===== src/rtl/swim_pattern_tx_pkg.sv =====
// Shared definitions for the SWIM pattern transmitter: FSM encoding and
// canonical line constants used by the command path.
package swim_pattern_tx_pkg;

    typedef enum logic [1:0] {
        ST_IDLE  = 2'd0,
        ST_SHIFT = 2'd1,
        ST_DONE  = 2'd2
    } swim_state_t;

    // 8 kHz bit rate from the 48 MHz system clock.
    localparam int SWIM_DIV_48M_8K = 6000;

    // Entry sequence the host sends to put the target into SWIM mode.
    localparam logic [35:0] SWIM_ENTRY_PATTERN = 36'hFF3333557;

endpackage


===== src/rtl/swim_bit_timer.sv =====
// Bit-period down-counter: flags the last cycle of each bit and the mid-bit
// sample point. Restart realigns the bit grid to the accept handshake.
module swim_bit_timer #(
    parameter int DIV = 6000
) (
    input  logic clk,
    input  logic reset,
    input  logic restart,
    output logic period_end,
    output logic mid
);

    localparam int CW = $clog2(DIV);
    localparam logic [CW-1:0] LOAD    = CW'(DIV - 1);
    // Elapsed count DIV/2 within the bit, seen from the down-counter.
    localparam logic [CW-1:0] MID_CNT = CW'(DIV - 1 - DIV / 2);

    logic [CW-1:0] cnt;

    always_ff @(posedge clk) begin
        if (reset || restart || cnt == '0) begin
            cnt <= LOAD;
        end else begin
            cnt <= cnt - CW'(1);
        end
    end

    assign period_end = (cnt == '0);
    assign mid        = (cnt == MID_CNT);

endmodule


===== src/rtl/swim_pattern_tx.sv =====
// SWIM-line pattern serialiser: MSB-first, DIV clocks per bit, push-pull or
// open-drain drive, mid-bit readback of the line into rx_bits.
module swim_pattern_tx
    import swim_pattern_tx_pkg::*;
#(
    parameter int DIV        = 6000,
    parameter int MAX_BITS   = 64,
    parameter int OPEN_DRAIN = 0
) (
    input  logic                              clk,
    input  logic                              reset,
    input  logic [MAX_BITS-1:0]               pat_data,
    input  logic [$clog2(MAX_BITS+1)-1:0]     pat_len,
    input  logic                              pat_valid,
    output logic                              pat_ready,
    input  logic                              abort,
    input  logic                              swim_din,
    output logic                              swim_oe,
    output logic                              swim_dout,
    output logic [MAX_BITS-1:0]               rx_bits,
    output logic                              busy,
    output logic                              done,
    output logic [1:0]                        state_dbg
);

    localparam int LW = $clog2(MAX_BITS + 1);
    localparam int IW = (MAX_BITS > 1) ? $clog2(MAX_BITS) : 1;

    // Handshake: a pattern is taken on any clock edge where pat_valid and
    // pat_ready are both high and abort is low; pat_ready is high only in IDLE
    // outside reset, and the offered data need not be held after that edge.

    swim_state_t         state;
    logic [MAX_BITS-1:0] data_q;
    logic [IW-1:0]       idx;
    logic [LW-1:0]       len_c;
    logic [IW-1:0]       first_idx;
    logic                accept;
    logic                bit_end;
    logic                bit_mid;

    assign pat_ready = (state == ST_IDLE) && !reset;
    assign accept    = pat_valid && pat_ready && !abort;
    assign len_c     = (pat_len > LW'(MAX_BITS)) ? LW'(MAX_BITS) : pat_len;
    assign first_idx = IW'(len_c - LW'(1));
    assign state_dbg = state;

    swim_bit_timer #(.DIV(DIV)) u_timer (
        .clk        (clk),
        .reset      (reset),
        .restart    (accept),
        .period_end (bit_end),
        .mid        (bit_mid)
    );

    // Returns {oe, dout} for one data bit.
    function automatic logic [1:0] line_drive(input logic b);
        if (OPEN_DRAIN != 0) begin
            return {~b, 1'b0};
        end
        return {1'b1, b};
    endfunction

    always_ff @(posedge clk) begin
        if (reset) begin
            state     <= ST_IDLE;
            data_q    <= '0;
            idx       <= '0;
            swim_oe   <= 1'b0;
            swim_dout <= 1'b1;
            rx_bits   <= '0;
            busy      <= 1'b0;
            done      <= 1'b0;
        end else begin
            case (state)
                ST_IDLE: begin
                    done <= 1'b0;
                    if (accept) begin
                        data_q  <= pat_data;
                        rx_bits <= '0;
                        busy    <= 1'b1;
                        if (len_c == '0) begin
                            state     <= ST_DONE;
                            done      <= 1'b1;
                            swim_oe   <= 1'b0;
                            swim_dout <= 1'b1;
                        end else begin
                            state                <= ST_SHIFT;
                            idx                  <= first_idx;
                            {swim_oe, swim_dout} <= line_drive(pat_data[first_idx]);
                        end
                    end
                end
                ST_SHIFT: begin
                    if (abort) begin
                        state     <= ST_IDLE;
                        swim_oe   <= 1'b0;
                        swim_dout <= 1'b1;
                        busy      <= 1'b0;
                    end else begin
                        if (bit_mid) begin
                            rx_bits <= {rx_bits[MAX_BITS-2:0], swim_din};
                        end
                        if (bit_end) begin
                            if (idx == '0) begin
                                state     <= ST_DONE;
                                done      <= 1'b1;
                                swim_oe   <= 1'b0;
                                swim_dout <= 1'b1;
                            end else begin
                                idx                  <= idx - IW'(1);
                                {swim_oe, swim_dout} <= line_drive(data_q[idx - IW'(1)]);
                            end
                        end
                    end
                end
                ST_DONE: begin
                    done  <= 1'b0;
                    busy  <= 1'b0;
                    state <= ST_IDLE;
                end
                default: state <= ST_IDLE;
            endcase
        end
    end

endmodule

===== config.mk =====
export PLATFORM = sky130hd
export DESIGN_NAME = swim_pattern_tx
export DESIGN_NICKNAME = d
export VERILOG_FILES = /design/src/rtl/swim_pattern_tx_pkg.sv /design/src/rtl/swim_bit_timer.sv /design/src/rtl/swim_pattern_tx.sv
export SDC_FILE = /design/constraint.sdc
export NUM_CORES = 1
export LEC_CHECK = 0
export BUFFER_PORTS_ARGS = -buffer_cell sky130_fd_sc_hd__buf_2
export CAP_MARGIN = 40
export CORE_ASPECT_RATIO = 1.2
export CORE_MARGIN = 5
export CORE_UTILIZATION = 59
export CTS_CLUSTER_SIZE = 10
export DETAILED_ROUTE_END_ITERATION = 16
export GPL_ROUTABILITY_DRIVEN = 0
export PLACE_DENSITY = 0.83
export SETUP_SLACK_MARGIN = 0.2
export SLEW_MARGIN = 10
export SYNTH_ARGS = -nofsm -noshare
export SYNTH_HDL_FRONTEND = slang
export SYNTH_HIERARCHICAL = 1
export SYNTH_SLANG_ARGS = --single-unit

===== constraint.sdc =====
create_clock -name clk -period 5.3 [get_ports clk]
set_input_delay 0.265 -clock clk [delete_from_list [all_inputs] [get_ports clk]]
set_output_delay 0.265 -clock clk [all_outputs]
set_load 0.02 [all_outputs]

# Word-level counts from Yosys, hierarchy flattened
# Cells that the tools add are included.
[word_totals]
ff_bits = 153
output_inout_bits = 71
[classes]
n_eq_ne = 13
n_lt_le_gt_ge = 3
mux = 42
n_reduce_logical = 20
add_sub_neg = 3
[ops]
columns = ["cell", "n"]
rows = [
  ["$mux 64", 3],
  ["$pmux 64 s2", 1],
  ["$mux 6", 5],
  ["$mux 1", 19],
  ["$lt 6x7->1 const B", 2],
  ["$ne 2x2->1 const B", 7],
  ["$eq 13x12->1 const B", 1],
  ["$logic_not 13->1", 1],
  ["$sub 13x1->13 const B", 1],
  ["$bmux 1 s6", 2],
  ["$pmux 6 s2", 1],
  ["$sub 6x1->6 const B", 2],
  ["$mux 2", 5],
  ["$reduce_and 3->1", 3],
  ["$reduce_and 4->1", 2],
  ["$gt 7x7->1 const B", 1],
  ["$logic_not 7->1", 1],
  ["$mux 7", 1],
  ["$logic_not 6->1", 1],
  ["$ne 3x3->1 const B", 2],
  ["$pmux 1 s3", 2],
  ["$reduce_and 6->1", 1],
  ["$pmux 1 s2", 2],
  ["$pmux 2 s2", 1],
  ["10 further kinds", 14],
]

# Longest topological paths before layout
# Gate-level depths: netlist of the first run.
[depth]
ltp_word = 8
mapped_depth = 14
ltp_nobuf = 12

# Hierarchy
# Netlist of the first run, hierarchy kept.
[modules_own_cells]
columns = ["module", "cells_per_inst", "area_each_um2", "instances"]
rows = [
  ["swim_pattern_tx", 825, 6532.5, 1],
  ["swim_bit_timer", 67, 620.6, 1],
]

# Worst setup path before layout of the first run
# Ideal clock, no wire load.
[synth_timing]
kind = "input -> register"
from = "input port pat_len[6]"
to = "register swim_dout"
setup_slack_ps = 2138
path_buffers = 4
setup_ps = 116
t_arrival_ps = 3047
stages = 14
required_time_ps = 5184
path_cell_list = "buf_4 -> nor2b_1 -> buf_2 -> inv_2 -> buf_2 -> buf_2 -> ha_1 -> or2_1 -> mux2i_1 -> a32oi_1 -> mux2_2 -> o2111ai_1 -> or4b_1 -> and3_1"
[synth_between]
elab_chain_cells = 8
[synth_rtl]
columns = ["element", "line_no", "rtl"]
rows = [
  ["start: declaration", "swim_pattern_tx.sv:13", "input logic [$clog2(MAX_BITS+1)-1:0] pat_len,"],
  ["$gt 7x7->1", "swim_pattern_tx.sv:44", "assign len_c = (pat_len > LW'(MAX_BITS)) ? LW'(MAX_BITS) : pat_len;"],
  ["$mux 7 (*)", "swim_pattern_tx.sv:44", ""],
  ["$sub 6x1->6", "swim_pattern_tx.sv:45", "assign first_idx = IW'(len_c - LW'(1));"],
  ["$bmux 1 s6", "swim_pattern_tx.sv:90", "{swim_oe, swim_dout} <= line_drive(pat_data[first_idx]);"],
  ["$mux 1 (not written as such)", "swim_pattern_tx.sv:90", ""],
  ["$mux 1 (*)", "swim_pattern_tx.sv:82", "if (len_c == '0) begin"],
  ["$mux 1 (*)", "swim_pattern_tx.sv:78", "if (accept) begin"],
  ["$pmux 1 s2 (*)", "swim_pattern_tx.sv:75", "case (state)"],
  ["end signal: assignment", "swim_pattern_tx.sv:90", ""],
  ["end signal: assignment", "swim_pattern_tx.sv:112", "{swim_oe, swim_dout} <= line_drive(data_q[idx - IW'(1)]);"],
  ["end: declaration", "swim_pattern_tx.sv:19", "output logic swim_dout,"],
]
# Mark *: on every way between the ends. The rest lies on a longest branch, timed or not. The select of a mux whose other input is x is not followed.
# A chain may end at the register's enable or synchronous reset.

# Final worst setup path of the first run
[layout_timing]
from = "register state[0], in the netlist state_dbg[0]"
to = "register swim_dout"
[layout_between]
elab_chain_cells = 6
[layout_rtl]
columns = ["element", "line_no", "rtl"]
rows = [
  ["start: declaration", "swim_pattern_tx.sv:33", "swim_state_t state;"],
  ["start signal: assignment", "swim_pattern_tx.sv:66", "state <= ST_IDLE;"],
  ["start signal: assignment", "swim_pattern_tx.sv:83", "state <= ST_DONE;"],
  ["start signal: assignment", "swim_pattern_tx.sv:88", "state <= ST_SHIFT;"],
  ["$logic_not 2->1", "swim_pattern_tx.sv:42, swim_pattern_tx.sv:75", ""],
  ["$logic_and 1x1->1", "swim_pattern_tx.sv:42", "assign pat_ready = (state == ST_IDLE) && !reset;"],
  ["$logic_and 1x1->1 (2 in a row)", "swim_pattern_tx.sv:43", "assign accept = pat_valid && pat_ready && !abort;"],
  ["$ne 2x1->1 (no source line)", "--", ""],
  ["$reduce_and 3->1 (no source line)", "--", ""],
]
# Parallel ways exist; a longest one is shown, timed or not.

==> metrics.txt, run 1 <==
status finished clean; Power per Cell Area 374 nW/um^2; Vias per Instance 5.88; Rel. slew slack 39.1%; CTS tree done; Hold Startpoint pat_data[48]; DR WL/cell 16.8 um; Post-Syn Instances 892; vias in the first global route 6776; Worst Setup Start Kind register; DIE HEIGHT 131 um; max-slew violations 0; Synth Flop Type dfxtp_1; fin crit period 3360 ps; IO Count 147; WL final 19.7 mm; num rows 44; Worst Clk Skew 9.31 ps; initial antenna violation count 1; Core ar. 12000 um^2; gr usage total 27.2%; clock buffer count from CTS 17; sum of negative setup slack 0 ps; # port buffers 146; hold path cells 3; Final ANT Viol Nets 0; slew of the pin with the lowest slew margin 907 ps; synthesized area 7150 um^2; ANT cells 0; setup violators final 0; hpwl dp 13.3 mm; Fin. Hold Viols 0; WHS Endpoint data_q[48]; DRC 0; Register-to-Register Path Depth 12; R2R Path Start state_dbg[0]; number of synthesized flops with an enable pin 0; critical path type reg -> reg; grt ovf 0; Die W 111 um; max cap viols 0; layout cells sized above 1 22.2%; Min-Delay Path Class in -> reg; Longest Clk Path Bufs 2; clk sink count 153; Clock transition at path regs 70 ps; post-CTS setup buffers 0; 1st-pass router iterations 5; Post-CTS Hold Buffers 0; CP Max Fanout 69; worst-skew pair later-pin latency 430 ps; first-pass GRT wire length 32.2 mm; DIE AREA 14400 um^2; largest net degree at the start of global routing 74; Initial Util 59.6%; PnR Total Power 3180 uW; RSZ-0062 raised after global routing no; DRT iter0 DRCs 509; reg2reg end swim_dout; PostCTS Resize Cnt 0; fraction of registers with async set/reset 0%; routed via count 6911; Max IR drop VDD 269 uV; Ys Warns 6; # H-tree levels 4; Post-layout nets 1086; Area growth, synth to finish 19.0%; CP Data Required Time 5630 ps; data arrival time of the worst path 3690 ps; fmax 298 MHz; Reg2Reg Setup Slack 1940 ps; Root Buffer clkbuf_16; hold_ws 89.5 ps; net count after synthesis 977; crit share post-route 63.4%; #FFs+latches synth 153; part of the Yosys area used for sequential elements 42.8%; leakage 0.00332 uW; Netlist cell types 56; Avg Cell Area, Syn 8.02 um^2; CP endpoint kind register
## metrics by stage
step	worst slack, ps	instances	cell area (um^2)	utilization, %
6_report	1940	1175	8510	70.9
5_1_grt	1610	1175	8510	70.9
4_1_cts	1920	1175	8510	70.9
3_5_place_dp	1690	1143	7910	65.9
3_3_place_gp	1810	1143	7910	65.9
2_1_floorplan	2140	892	7150	-
## sequential cells by signal, indices dropped and copies added (netlist names), 2 cells and up
signal / flops
data_q: 64
state_dbg: 2
idx: 6
u_timer/cnt: 13
rx_bits: 64
## critical path, cell delays in order (launching register included)
cell	delay, ps
dfxtp_1	350
inv_1	80
ha_1	210
inv_2	80
nor2_4	130
nand3b_4	570
inv_2	210
a21oi_1	110
o21bai_4	250
a2111oi_0	520
nand3_1	120
or4b_1	480
and3_1	150
## how the worst max path moves through the flow
stage | from | to | slack [ps] | cells past startpoint
finish | state_dbg[0] | swim_dout | 1940 | 12
detailed placement | pat_len[0] | swim_dout | 1690 | 12
floorplan | pat_len[6] | swim_dout | 2140 | 14
global route | state_dbg[0] | swim_dout | 1610 | 12
CTS | state_dbg[0] | swim_dout | 1920 | 12
global placement | pat_len[0] | swim_dout | 1810 | 12
## layer usage
layer / track usage (%) / share of wire [%]
met4: 16.0 / 5.0
met2: 46.8 / 49
met5: 0 / 0.036
met3: 8.52 / 8.3
met1: 30.0 / 38
## synth_stat cells (2+ instances only)
library cell / count / area [um^2]
a2111oi_0: 2 / 17.5
clkbuf_1: 54 / 203
inv_2: 3 / 11.3
nand4_1: 5 / 31.3
or3_1: 4 / 25.0
nor2_1: 27 / 101
nand2_1: 255 / 957
inv_1: 8 / 30.0
mux4_2: 18 / 405
nor3_1: 8 / 40.0
o22ai_1: 2 / 12.5
o2111ai_1: 4 / 35.0
and3_1: 3 / 18.8
nand2b_1: 6 / 37.5
o21ai_0: 6 / 30.0
buf_4: 2 / 15.0
a31oi_1: 3 / 18.8
ha_1: 9 / 113
xnor2_1: 9 / 78.8
a32oi_1: 8 / 70.1
mux2i_1: 22 / 220
xor2_1: 6 / 52.6
dfxtp_1: 153 / 3060
mux2_2: 3 / 33.8
or4b_1: 3 / 30.0
a21oi_1: 140 / 701
nor3b_1: 3 / 22.5
a21o_1: 2 / 15.0
nor2b_1: 6 / 37.5
a211oi_1: 5 / 37.5
buf_2: 7 / 35.0
nand3_1: 82 / 410
## layout make-up
type	count	area [um^2]
tap	161	201
timing repair buffer	154	793
fill	998	3490
clock inverter	15	180
multi-input combinational	663	3800
clock buffer	17	425
sequential	153	3060
inverter	12	47.5
## layout by cell type (no fill, tap or decap), types with 2 or more instances in the layout
cell type	instances
nand2_1	255
dfxtp_1	153
buf_2	145
a21oi_1	139
nand3_1	82
nor2_1	27
mux2i_1	22
mux4_2	18
clkbuf_16	17
xnor2_1	9
buf_4	9
inv_1	8
nor3_1	8
a32oi_1	8
ha_1	8
nand2b_1	6
o21ai_0	6
xor2_1	6
nor2b_1	5
nand4_1	5
a211oi_1	5
inv_8	5
or3_1	4
o2111ai_1	4
clkinv_4	4
inv_2	3
nor3b_1	3
and3_1	3
or4b_1	3
a31oi_1	3
mux2_2	3
inv_6	3
o22ai_1	2
a2111oi_0	2
clkinv_8	2
## report_power, final
group	switching, uW	internal, uW	total, uW	leakage [uW]
clock network	550	677	1230	0.000298
registers	35.1	1200	1240	0.00124
logic	501	219	720	0.00178
total	1090	2100	3180	0.00332
## cells by family after synthesis
group	share of synthesized area, %
buffers and inverters	4.25
AOI/OAI and AO/OA	14.4
adders and majority gates	1.57
and+or+nand+nor	25.7
DFF	42.8
xor gates and xnor gates	1.84
muxes	9.38
Note: power is estimated with default switching activity, not from simulation.
==> run 2, diff against run 1 <==
- CORE_UTILIZATION: 59 -> 50
- PLACE_DENSITY: 0.83 -> 0.75
- clock period: 5.3 -> 2.9 ns (I/O delays scaled with it)
==> metrics.txt, run 2 (synthesis results as in run 1) <==
Clock transition at path regs 60 ps; clk sink count 153; 1st-pass router iterations 5; critical path type reg -> reg; DR WL/cell 17.3 um; Power per Cell Area 655 nW/um^2; Fin. Hold Viols 0; DIE AREA 16800 um^2; CP top delay family simple AND/OR/NAND/NOR gates; GR Layer Usage met2 43.5%; DRC 0; met1 Resource Use GR 30.7%; routed via count 7283; final instance area 9580 um^2; met3 Usage GRT 6.22%; leakage 0.00373 uW; Vias per Instance 5.71; Root Buffer clkbuf_16; CP endpoint kind register; data arrival time of the worst path 2920 ps; Max stage delay cell, worst path or4b_1; max-slew violations 0; fmax 384 MHz; Final Util 67.3%; first-pass GRT wire length 34.8 mm; vias in the first global route 6952; Rel. slew slack 44.9%; DRT iter0 DRCs 711; Max IR drop VDD 439 uV; biggest registers after layout data_q x64, rx_bits x64, u_timer/cnt x13; CP Max Fanout 3; Worst Setup Start Kind register; Final ANT Viol Nets 0; hpwl dp 13.6 mm; Filler cells 1111; Area growth, synth to finish 33.9%; fin crit period 2600 ps; layout cells sized above 1 24.4%; Crit path largest cell delay 510 ps; Post-layout nets 1172; DIE HEIGHT 141 um; CP bufs+invs 1; Initial Util 50.3%; # port buffers 146; slew of the pin with the lowest slew margin 826 ps; most common cell after layout, fill and taps aside nand2_1; grt ovf 0; status finished clean; IO Count 147; worst-skew pair later-pin latency 430 ps; CTS tree done; most frequent cells in the layout 255 x nand2_1, 152 x dfxtp_1, 145 x buf_2; Cell Area, Placed 8180 um^2; Most Crowded Layer GR met2; gr usage total 25.6%; crit-path cells inv_2 > ha_4 > nor2b_4 > nand3_2 > or3_4 > nor2_4 > o21bai_4 > a2111oi_4 > nand3_1 > or4b_1 > and3_4; Worst Clk Skew 11.0 ps; Min-Delay Path Class in -> reg; RSZ-0062 raised after global routing no; # H-tree levels 4; WL final 22.0 mm; Die W 119 um; setup violators final 0; num rows 48; clock buffer count from CTS 17; largest net degree at the start of global routing 76; initial antenna violation count 1; max cap viols 0; Core ar. 14200 um^2; crit share post-route 89.7%; CP Data Required Time 3220 ps; Longest Clk Path Bufs 2
==> run 2: cell count changes in the layout (fill, tap and decap cells not counted), moves of 3 or more <==
cell	delta
dlygate4sd3_1	+64
buf_4	+19
ha_1	-5
bufinv_16	+4
clkinv_4	-4
mux2i_1	-4
buf_12	+3
ha_4	+3
inv_1	-3
inv_8	-3
mux2i_4	+3
==> run 2: area by class of cell <==
type	count	area, um^2	area share, %
clock buffers	18	429	4.48
diodes	1	2.50	0.0261
repair buffers	240	1640	17.1
clock inverters	13	216	2.26
inverters	12	55.1	0.575
well taps	175	219	2.29
flip-flops and latches	153	3060	32.0
multi-input cells	663	3950	41.3
==> run 2: power breakdown <==
part	switching (uW)	internal [uW]	total, uW
Sequential	72.3	2200	2270
Clock	919	1540	2460
Combinational	978	563	1540
==> run 2: worst min-delay path, stage by stage <==
cell and delay, ps:
buf_2 110, nand2_1 70, a21oi_1 70
==> run 2: final timing paths <==
check / end / from / slack [ps] / cells after the start
setup / recovery: swim_dout / u_timer/cnt[1] / 300 / 11
hold / removal: data_q[43] / pat_data[43] / 30 / 3
setup reg to reg: swim_dout / u_timer/cnt[1] / 300 / 11
hold reg to reg: data_q[45] / data_q[45] / 450 / 2
==> run 2: per-layer routing <==
| layer | share of wire [%] | up-vias |
|---|---|---|
| li1 | - | 3464 |
| met1 | 39 | 3440 |
| met2 | 51 | 314 |
| met3 | 7.4 | 65 |
| met4 | 3.5 | 0 |
| met5 | 0 | - |
==> run 2: repair_timing <==
item	in CTS	in global routing
buffers inserted	0	5
endpoints found under the hold margin	64	0
gates resized for setup	5	10
endpoints found under the setup margin	1	3
pin swaps	0	8
gates cloned	0	0
hold buffers	64	0
==> run 2: stage by stage <==
step / total power (uW) / setup TNS (ps) / cells / worst slack [ps] / hold slack [ps]
2_1_floorplan: 3280 / 0 / 892 / 203 / 264
3_3_place_gp: 3720 / 0 / 1174 / 110 / 401
3_5_place_dp: 3720 / -8.38 / 1174 / -8.38 / 403
4_1_cts: 6250 / 0 / 1269 / 200 / 2.60
5_1_grt: 6550 / 0 / 1275 / 175 / 28.6
6_report: 6270 / 0 / 1275 / 297 / 25.5
==> run 3, diff against run 2 <==
- CORE_UTILIZATION: 50 -> 55
- PLACE_DENSITY: 0.75 -> 0.78
- clock period: 2.9 -> 2.98 ns (I/O delays scaled with it)
==> metrics.txt, run 3 (synthesis results as in run 1) <==
status finished clean; crit share post-route 89.6%; clk sink count 153; first-pass GRT wire length 34.3 mm; Hold Startpoint pat_data[62]; slew of the pin with the lowest slew margin 749 ps; R2R Path Start idx[1]; gr usage total 27.6%; leakage 0.00368 uW; hpwl dp 13.5 mm; DIE AREA 15400 um^2; vias in the first global route 6934; sequential fraction of design power 37.3%; Register-to-Register Path Depth 10; Die W 114 um; clock buffer count from CTS 17; num rows 45; Area growth, synth to finish 31.8%; max-slew violations 0; grt ovf 0; fmax 375 MHz; DIE HEIGHT 135 um; Vias per Instance 5.72; Fin. Hold Viols 0; Rel. slew slack 49.3%; Initial Util 56.2%; critical path type reg -> reg; max cap viols 0; Comb power frac 24.2%; Root Buffer clkbuf_16; Final Util 74.1%; Post-layout nets 1165; Longest Clk Path Bufs 2; hold path cells 3; worst-skew pair later-pin latency 420 ps; Max IR drop VDD 423 uV; Min-Delay Path Class in -> reg; biggest registers after layout data_q x64, rx_bits x64, u_timer/cnt x13; most common cell after layout, fill and taps aside nand2_1; most frequent cells in the layout 255 x nand2_1, 153 x dfxtp_1, 145 x buf_2; CTS tree done; DRC 0; reg2reg end swim_dout; area of the multi-input gates 3900 um^2; CP endpoint kind register; DRT iter0 DRCs 680; 1st-pass router iterations 6; initial antenna violation count 0; sum of negative setup slack 0 ps; setup violators final 0; sequential cell area 3060 um^2; CP Data Required Time 3290 ps; Core ar. 12700 um^2; Worst Setup Start Kind register; Power per Cell Area 629 nW/um^2; layout cells sized above 1 23.1%; routed via count 7182; largest net degree at the start of global routing 68; DR WL/cell 16.9 um; Worst Clk Skew 9.13 ps; switching power 1880 uW; fin crit period 2670 ps; Final ANT Viol Nets 0; WL final 21.3 mm; Clock transition at path regs 60 ps; # port buffers 146; Reg2Reg Setup Slack 310 ps; IO Count 147; # H-tree levels 4; RSZ-0062 raised after global routing no; ANT cells 0; data arrival time of the worst path 2980 ps; WHS Endpoint data_q[62]; Cell Int Power 4050 uW; clock network power share 38.6%; Filler cells 943; Switching Fraction 31.7%; CP Max Fanout 10
==> run 3: cell types whose count changed in the layout (fill, tap and decap cells not counted), moves of 2 or more <==
cell / before / now
buf_4: 28 / 21
clkinv_4: 0 / 2
inv_1: 5 / 7
mux2i_4: 3 / 1
==> run 3: layout make-up <==
| class | count | area share [%] |
|---|---|---|
| Sequential cell | 153 | 32.5 |
| Clock inverter | 13 | 2.07 |
| Clock buffer | 17 | 4.51 |
| Timing Repair Buffer | 233 | 16.8 |
| Inverter | 12 | 0.558 |
| Tap cell | 164 | 2.18 |
| Multi-Input combinational cell | 663 | 41.4 |
==> run 3: stage by stage <==
step                cell area [um^2]  setup slack, ps  hold slack, ps  total power [uW]  instances
finish                          9430              311            18.0              5930       1255
CTS                             9390              202            4.43              5940       1254
global placement                8100              128             397              3570       1159
detailed placement              8120             24.3             404              3590       1160
floorplan                       7240              200             268              3180        892
global route                    9430              223            23.1              6180       1255
==> run 3: what timing repair did <==
item | CTS | global route
endpoints found under the setup margin | 1 | 2
pin swaps | 0 | 3
setup buffers | 0 | 1
hold buffers | 64 | 0
endpoints found under the hold margin | 64 | 0
resized for setup | 3 | 5
gates cloned | 0 | 0
==> run 3: power groups by stage <==
stage          Clock [uW]  Combinational (uW)  Sequential [uW]
2_1_floorplan           0                 917             2270
3_3_place_gp            0                1320             2240
3_5_place_dp            0                1340             2250
4_1_cts              2320                1420             2200
5_1_grt              2400                1560             2220
6_report             2290                1430             2210
==> run 3: worst max-delay path, cell delays in order, from the launching register on <==
cell and delay, ps:
dfxtp_1 370, inv_1 100, ha_1 240, xor2_1 250, buf_12 170, mux4_2 290
and2_4 170, a211oi_2 210, a211oi_1 80, or4b_1 510, and3_1 170
==> run 3: per-layer routing <==
layer,GRT usage [%],share of wire (%),vias to the layer above
li1,-,-,3462
met1,33.5,39,3322
met5,0,0,-
met4,11.4,3.0,0
met3,6.59,7.3,59
met2,46.7,50,339
==> run 3: worst max-delay path by stage <==
| stage | startpoint | end | depth (start not counted) |
|---|---|---|---|
| floorplan | pat_len[6] | swim_dout | 14 |
| CTS | u_timer/cnt[0] | swim_dout | 11 |
| finish | idx[1] | swim_dout | 10 |
| global route | u_timer/cnt[0] | idx[2] | 12 |
| global placement | u_timer/cnt[0] | swim_dout | 11 |
| detailed placement | u_timer/cnt[0] | swim_dout | 11 |
